===== src/rtl/vend_dispense_controller.sv =====
// Vending sequencer: accumulates coin credit in quarters, requests a guffin at
// price, and pays change or refunds one coin at a time over a four-phase req/ack.
module vend_dispense_controller #(
    parameter int unsigned PRICE_Q     = 6,
    parameter int unsigned ACK_TIMEOUT = 1023
) (
    input  logic       CLK,
    input  logic       RES,
    input  logic       quarter_in,
    input  logic       halfDollar_in,
    input  logic       dollar_in,
    input  logic       cancel_in,
    input  logic       disp_ack,
    output logic       guffin,
    output logic       quarter_out,
    output logic       halfDollar_out,
    output logic [3:0] credit,
    output logic       coin_reject,
    output logic       busy,
    output logic       fault,
    output logic [2:0] state_code
);

    typedef enum logic [2:0] {
        S_IDLE     = 3'd0,
        S_COLLECT  = 3'd1,
        S_VEND     = 3'd2,
        S_CHANGE   = 3'd3,
        S_WAIT_REL = 3'd4,
        S_FAULT    = 3'd7
    } state_t;

    localparam int unsigned CW = $clog2(ACK_TIMEOUT + 1);
    localparam logic [CW-1:0] TIMEOUT_V = CW'(ACK_TIMEOUT);
    localparam logic [4:0]    PRICE_V   = 5'(PRICE_Q);

    state_t        state, state_next;
    logic [3:0]    credit_next;
    logic [CW-1:0] cnt, cnt_next, cnt_inc;
    logic          reject_next, fault_next;
    logic [1:0]    coin_cnt;
    logic [2:0]    coin_val;
    logic [4:0]    sum;
    logic          any_coin, multi_coin;

    always_comb begin
        coin_cnt   = {1'b0, quarter_in} + {1'b0, halfDollar_in} + {1'b0, dollar_in};
        any_coin   = (coin_cnt != 2'd0);
        multi_coin = (coin_cnt > 2'd1);
        unique case ({dollar_in, halfDollar_in, quarter_in})
            3'b001:  coin_val = 3'd1;
            3'b010:  coin_val = 3'd2;
            3'b100:  coin_val = 3'd4;
            default: coin_val = 3'd0;
        endcase
        sum     = {1'b0, credit} + {2'b00, coin_val};
        cnt_inc = cnt + 1'b1;
    end

    // NOTE: every signal driven here gets a default first, so no path can infer a latch.
    always_comb begin
        state_next  = state;
        credit_next = credit;
        cnt_next    = cnt;
        reject_next = 1'b0;
        fault_next  = fault;

        unique case (state)
            S_IDLE, S_COLLECT: begin
                if (any_coin && (multi_coin || cancel_in)) begin
                    reject_next = 1'b1;
                end else if (any_coin) begin
                    if (sum < PRICE_V) begin
                        credit_next = sum[3:0];
                        state_next  = S_COLLECT;
                    end else begin
                        credit_next = 4'(sum - PRICE_V);
                        state_next  = S_VEND;
                        cnt_next    = '0;
                    end
                end
                if (cancel_in && state == S_COLLECT) begin
                    state_next = S_CHANGE;
                    cnt_next   = '0;
                end
            end

            S_VEND, S_CHANGE: begin
                reject_next = any_coin;
                if (disp_ack) begin
                    state_next = S_WAIT_REL;
                    if (state == S_CHANGE)
                        credit_next = (credit >= 4'd2) ? credit - 4'd2 : credit - 4'd1;
                end else if (cnt_inc == TIMEOUT_V) begin
                    state_next = S_FAULT;
                    fault_next = 1'b1;
                end else begin
                    cnt_next = cnt_inc;
                end
            end

            S_WAIT_REL: begin
                reject_next = any_coin;
                if (!disp_ack) begin
                    if (credit != 4'd0) begin
                        state_next = S_CHANGE;
                        cnt_next   = '0;
                    end else begin
                        state_next = S_IDLE;
                    end
                end
            end

            S_FAULT: reject_next = any_coin;

            default: state_next = S_IDLE;
        endcase
    end

    // NOTE: sequential state uses non-blocking assignments so all flops update together.
    always_ff @(posedge CLK or negedge RES) begin
        if (!RES) begin
            state          <= S_IDLE;
            credit         <= 4'd0;
            cnt            <= '0;
            coin_reject    <= 1'b0;
            fault          <= 1'b0;
            guffin         <= 1'b0;
            quarter_out    <= 1'b0;
            halfDollar_out <= 1'b0;
            busy           <= 1'b0;
        end else begin
            state          <= state_next;
            credit         <= credit_next;
            cnt            <= cnt_next;
            coin_reject    <= reject_next;
            fault          <= fault_next;
            // Requests are decoded from the next state so they rise on the entry edge.
            guffin         <= (state_next == S_VEND);
            halfDollar_out <= (state_next == S_CHANGE) && (credit_next >= 4'd2);
            quarter_out    <= (state_next == S_CHANGE) && (credit_next == 4'd1);
            busy           <= (state_next == S_VEND) || (state_next == S_CHANGE) ||
                              (state_next == S_WAIT_REL);
        end
    end

    assign state_code = state;

endmodule

===== config.mk =====
export PLATFORM = sky130hd
export DESIGN_NAME = vend_dispense_controller
export DESIGN_NICKNAME = d
export VERILOG_FILES = /design/src/rtl/vend_dispense_controller.sv
export SDC_FILE = /design/constraint.sdc
export NUM_CORES = 1
export LEC_CHECK = 0
export CAP_MARGIN = 40
export CORE_MARGIN = 2
export CORE_UTILIZATION = 55
export CTS_BUF_LIST = sky130_fd_sc_hd__clkbuf_2
export DETAILED_ROUTE_END_ITERATION = 8
export PLACE_DENSITY = 0.84
export SETUP_SLACK_MARGIN = 0.05
export SLEW_MARGIN = 30
export SYNTH_ARGS = -nofsm -noshare
export SYNTH_HDL_FRONTEND = slang
export SYNTH_SLANG_ARGS = --single-unit

===== constraint.sdc =====
create_clock -name CLK -period 3.03 [get_ports CLK]
set_input_delay 0.606 -clock CLK [delete_from_list [all_inputs] [get_ports CLK]]
set_output_delay 0.606 -clock CLK [all_outputs]
set_load 0.02 [all_outputs]

After elaboration in Yosys (flattened, before gate mapping):

Index checks and enable logic that the tools add are counted.

* logic and storage cells: 85
* flip-flop bits (word level): 23
* input bits: 7

* reduce and logical (&&, ||, !) cells: 16
* bitwise logic cells: 1
* mux-type cells: 28
* order comparisons: 4
* equal/unequal tests: 20
* $add $sub $neg: 7

Operators by type and width (number)
* $mux W10: 8
* $pmux W10 S3: 1
* $mux W4: 6
* $mux W3: 6
* $eq A3 B2 Y1 const B: 5
* $eq A3 B3 Y1 const B: 4
* $pmux W3 S4: 1
* $add A10 B1 Y10 const B: 1
* $eq A10 B10 Y1 const B: 1
* $ne A3 B3 Y1 const B: 3
* $pmux W3 S3: 1
* $ge A4 B2 Y1 const B: 2
* $ne A2 B2 Y1 const B: 4
* $pmux W4 S2: 1
* $reduce_and A8 Y1: 1
* $eq A3 B1 Y1 const B: 2
* $add A4 B3 Y5: 1
* $lt A5 B3 Y1 const B: 1
* $eq A4 B1 Y1 const B: 1
* $logic_and A1 B1 Y1: 4
* $mux W2: 2
* $reduce_bool A4 Y1: 1
* $reduce_or A2 Y1: 2
* $reduce_or A4 Y1: 1
* other kinds (14): 16

Longest topological paths before layout:

* word-level depth: 12
* depth in mapped cells: 14

Least setup slack after synthesis:

Ideal clock, no wire load.

* kind: input to register
* start: in quarter_in
* end: reg quarter_out
* path buffers: 0
* library setup time: 94 ps
* stages: 13
* path slack: -144 ps
* arrival time: 3080 ps
* path through: inv_1 -> nor3_1 -> ha_1 -> inv_1 -> fa_1 -> inv_1 -> ha_1 -> or3_1 -> a211oi_1 -> o21ai_0 -> a31oi_1 -> nand4_1 -> nor4b_4

* cells in the longest elaborated chain, start to end: 11
* elaborated cells between the ends (all ways): 25

Ends and longest elaborated chain
* start, declared: line 9 `input logic quarter_in,`
* $eq A3 B3 Y1 (tied with other cells): line 50 `unique case ({dollar_in, halfDollar_in, quarter_in})`
* $pmux W3 S3: line 50
* $add A4 B3 Y5: line 56 `sum = {1'b0, credit} + {2'b00, coin_val};`
* $lt A5 B3 Y1: line 73 `if (sum < PRICE_V) begin`
* $mux W2: line 73
* $mux W3: line 72 `end else if (any_coin) begin`
* $mux W3: line 70 `if (any_coin && (multi_coin || cancel_in)) begin`
* $mux W3: line 82 `if (cancel_in && state == S_COLLECT) begin`
* $pmux W3 S4: line 68 `unique case (state)`
* $eq A3 B2 Y1: line 141 `quarter_out <= (state_next == S_CHANGE) && (credit_next == 4'd1);`
* $logic_and A1 B1 Y1 *: line 141
* end signal, assigned: line 141
* end, declared: line 15 `output logic quarter_out,`

Mark *: on every way between the ends. The rest lies on a longest branch, timed or not.
A chain may end at the register's enable or synchronous reset.

Worst setup path after layout:

* start: in halfDollar_in
* end: reg halfDollar_out

* cells in the longest elaborated chain, start to end: 11
* elaborated cells between the ends (all ways): 25

Ends and longest elaborated chain
* start, declared: line 10 `input logic halfDollar_in,`
* branches (longest 10 deep; another with $add A4 B3 Y5)
* $logic_and A1 B1 Y1 *: line 140 `halfDollar_out <= (state_next == S_CHANGE) && (credit_next >= 4'd2);`
* end signal, assigned: line 140
* end, declared: line 16 `output logic halfDollar_out,`

Every way passes the cells marked *.

==> flow_summary.ini <==
[synthesis]
synth_seq_cells = 23
synth_top_area_share_pct = 32.6
synth.area.mux_share_pct = 0.567
synth_nets = 218
synth_edf_count = 0
yosysTopAreaCell = dfrtp_1
yosys.area_share.simple_pct = 24.3
syn_inst = 198
synth_compound_gate_area_share_pct = 23.0
synth_fa_ha_area_share_pct = 10.1
synth-main-ff-cell = dfrtp_1
synth-warning-count = 0
yosys.area_share.xor_xnor_pct = 2.98
netlist_top_cells_area = dfrtp_1 (33%), ha_1 (7.8%), o21ai_0 (3.7%), inv_1 (3.4%), o31ai_1 (3.0%)
avgSynthCellArea_um2 = 8.91
yosys.cell_types.count = 51
synth_top_family_by_area = simple AND/OR/NAND/NOR gates
async_flop_share_pct = 100
synth-seq-area-share_pct = 32.6
synth_area_mm2 = 0.00176

[global_route]
overflow = 0
grt_pass1_wl_um = 7330
grt_pass1_vias = 1561
met1_usage_pct = 39.0
met3_usage_pct = 5.97
busiest_layer = met2
grt.total_usage_pct = 26.2
grt_util_met2_pct = 39.8
grt_antenna_before_repair = 0
grt_max_degree = 24

[clock_network]
tritoncts = built
cts_buffers = 3
h-tree-depth = 1
clkLatencyLatePin_ps = 330
cts_root_buf = clkbuf_2
clk_pin_slew_ps = 210
cts_buffer_depth = 2
cts_sinks = 23

[critical_path]
required_ps = 3280
endpoint_kind = register
r2r_cells = 11
crit-reg2reg-launch = credit[0]$_DFF_PN0_
timing.rr.end = halfDollar_out$_DFF_PN0_
cp.arrival_ps = 3190
startpoint_type = input port
criticalPathCategory = input port to register
path_max_fanout = 3
reg2reg_slack_ps = 250

[timing]
setup_viol = 0
slew_headroom_pct = 67.5
setup_tns_ps = 0
clock-skew-final_ps = 7.20
hold_viol_final = 0
worst_pin_slew_ps = 484
fmax_ghz = 0.340
fin_crit_ps = 2940
layout_setup_ws_ps = 90.1
drv_slew = 0
fin_crit_sh_pct = 97.0
rsz0062_at_grt = no

[die]
die_w_um = 60.6
num_rows = 20
die_y_um = 60.6
start_util_pct = 57.8
pin_count = 20
dieArea_mm2 = 0.00368
core_area_mm2 = 0.00305

[route]
drt-total-wl_um = 4310
drt_pass1_iterations = 7
post-route-drc-count = 0
vias_per_cell = 5.90
vias = 1681
drt_iter0_drc = 124
wl_per_cell_um = 15.1
drtAntennaViolNets = 0

[cells_and_area]
utilization_pct = 74.0
final_net_count = 262
mostFrequentLayoutCell = buf_4
multiInputGateArea_mm2 = 0.00115
instances_no_fill = 285
final_cell_mix = buf_4 (29), dfrtp_1 (23), clkdlybuf4s50_1 (16)
diodes = 0
layout-drive-gt1-share_pct = 25.7
seqCellArea_um2 = 576
area_growth_pct = 28.0
n_fill_cell = 224

[run]
cap_violations = 0

[power_and_ir_drop]
p_leak_nw = 0.989
p_sw_share_pct = 44.2
p_int_mw = 1.08
power.density_mw_per_mm2 = 857
p_switching_mw = 0.855
p_seq_share_pct = 25.2
p_comb_share_pct = 68.4
vdd_drop_max_mv = 0.640
clkPwrFrac_pct = 6.3

[placed_design]
io_buffers = 19
pre_cts_ws_ps = -708
place_hpwl_um = 3240
place_congestion = 0.883
dp.cells = 275

[hold_path]
hold_end = cnt[9]$_DFFE_PN0P_
hold-path-cell-count = 1
hp-start = cnt[9]$_DFFE_PN0P_
worstHoldPathType = register to register

[status]
outcome = complete, no violations
-- worst max path at each step --
stage,from,end,slack (ps),depth (start not counted)
2_1_floorplan,halfDollar_in,halfDollar_out$_DFF_PN0_,8,12
3_3_place_gp,halfDollar_in,halfDollar_out$_DFF_PN0_,-540,13
3_5_place_dp,halfDollar_in,cnt[3]$_DFFE_PN0P_,-710,14
4_1_cts,halfDollar_in,halfDollar_out$_DFF_PN0_,50,13
5_1_grt,halfDollar_in,halfDollar_out$_DFF_PN0_,30,13
6_report,halfDollar_in,halfDollar_out$_DFF_PN0_,90,13
-- area by class of cell --
type / count / area share [%]
clock inverters: 1 / 0.222
well taps: 44 / 2.44
inverters: 16 / 2.66
multi-input cells: 150 / 51.1
flip-flops and latches: 23 / 25.5
repair buffers: 48 / 17.4
clock buffers: 3 / 0.665
-- per-layer routing --
layer / share of wire [%] / vias to the layer above
met5: 0 / -
met4: 0.84 / 0
met3: 6.6 / 8
met2: 47 / 72
met1: 46 / 797
li1: - / 804
-- timing repair --
item	in CTS	in global routing
pin swaps	8	9
setup endpoints to repair	17	4
resized for setup	17	3
hold buffers	0	0
setup buffers	4	2
-- state kept, by name, summed over array words and instances, names as in the netlist --
name,flops
busy,1
cnt,10
coin_reject,1
credit,4
fault,1
guffin,1
halfDollar_out,1
quarter_out,1
state_code,3
-- per-stage QoR --
step,total power [mW],area [µm²],hold slack (ps)
2_1_floorplan,1.21,1790,310
3_3_place_gp,1.58,2160,476
3_5_place_dp,1.64,2160,489
4_1_cts,1.85,2220,526
5_1_grt,2.08,2260,557
6_report,1.93,2260,531
-- synthesized netlist by cell type, types with 3 or more instances --
cell type and count:
a211oi_1 5, a21o_1 3, a21oi_1 9, a31oi_1 3, and2_1 4, and3_1 3, buf_2 5, dfrtp_1 23
ha_1 11, inv_1 16, nand2_1 13, nand2b_1 3, nand3_1 9, nor2_1 10, nor3_1 3, nor3b_1 3
o21ai_0 13, o21ai_1 4, o21bai_1 4, o31ai_1 7, or2_2 3, xnor2_1 5
-- power by group through the flow --
stage | clock, mW | sequential (mW) | combinational, mW
2_1_floorplan | 0 | 0.521 | 0.686
3_3_place_gp | 0 | 0.488 | 1.09
3_5_place_dp | 0 | 0.493 | 1.15
4_1_cts | 0.126 | 0.485 | 1.24
5_1_grt | 0.144 | 0.499 | 1.43
6_report | 0.123 | 0.488 | 1.32
-- worst max-delay path: stages --
cell and delay [ps]:
buf_2 120, nor3_4 170, ha_2 220, inv_2 50, fa_2 540, inv_2 40
ha_4 150, or3_4 350, a211oi_2 150, o21ai_1 90, a31oi_2 170, nand4_1 220
and3b_2 290
-- kinds of logic after synthesis --
group	after synthesis
adder cells (fa/ha/maj)	13
multiplexers	1
buffers and inverters	25
AO/OA/AOI/OAI	59
flip-flops	23
AND/OR/NAND/NOR	71
XOR/XNOR	6
(Power assumes the default switching activity.)
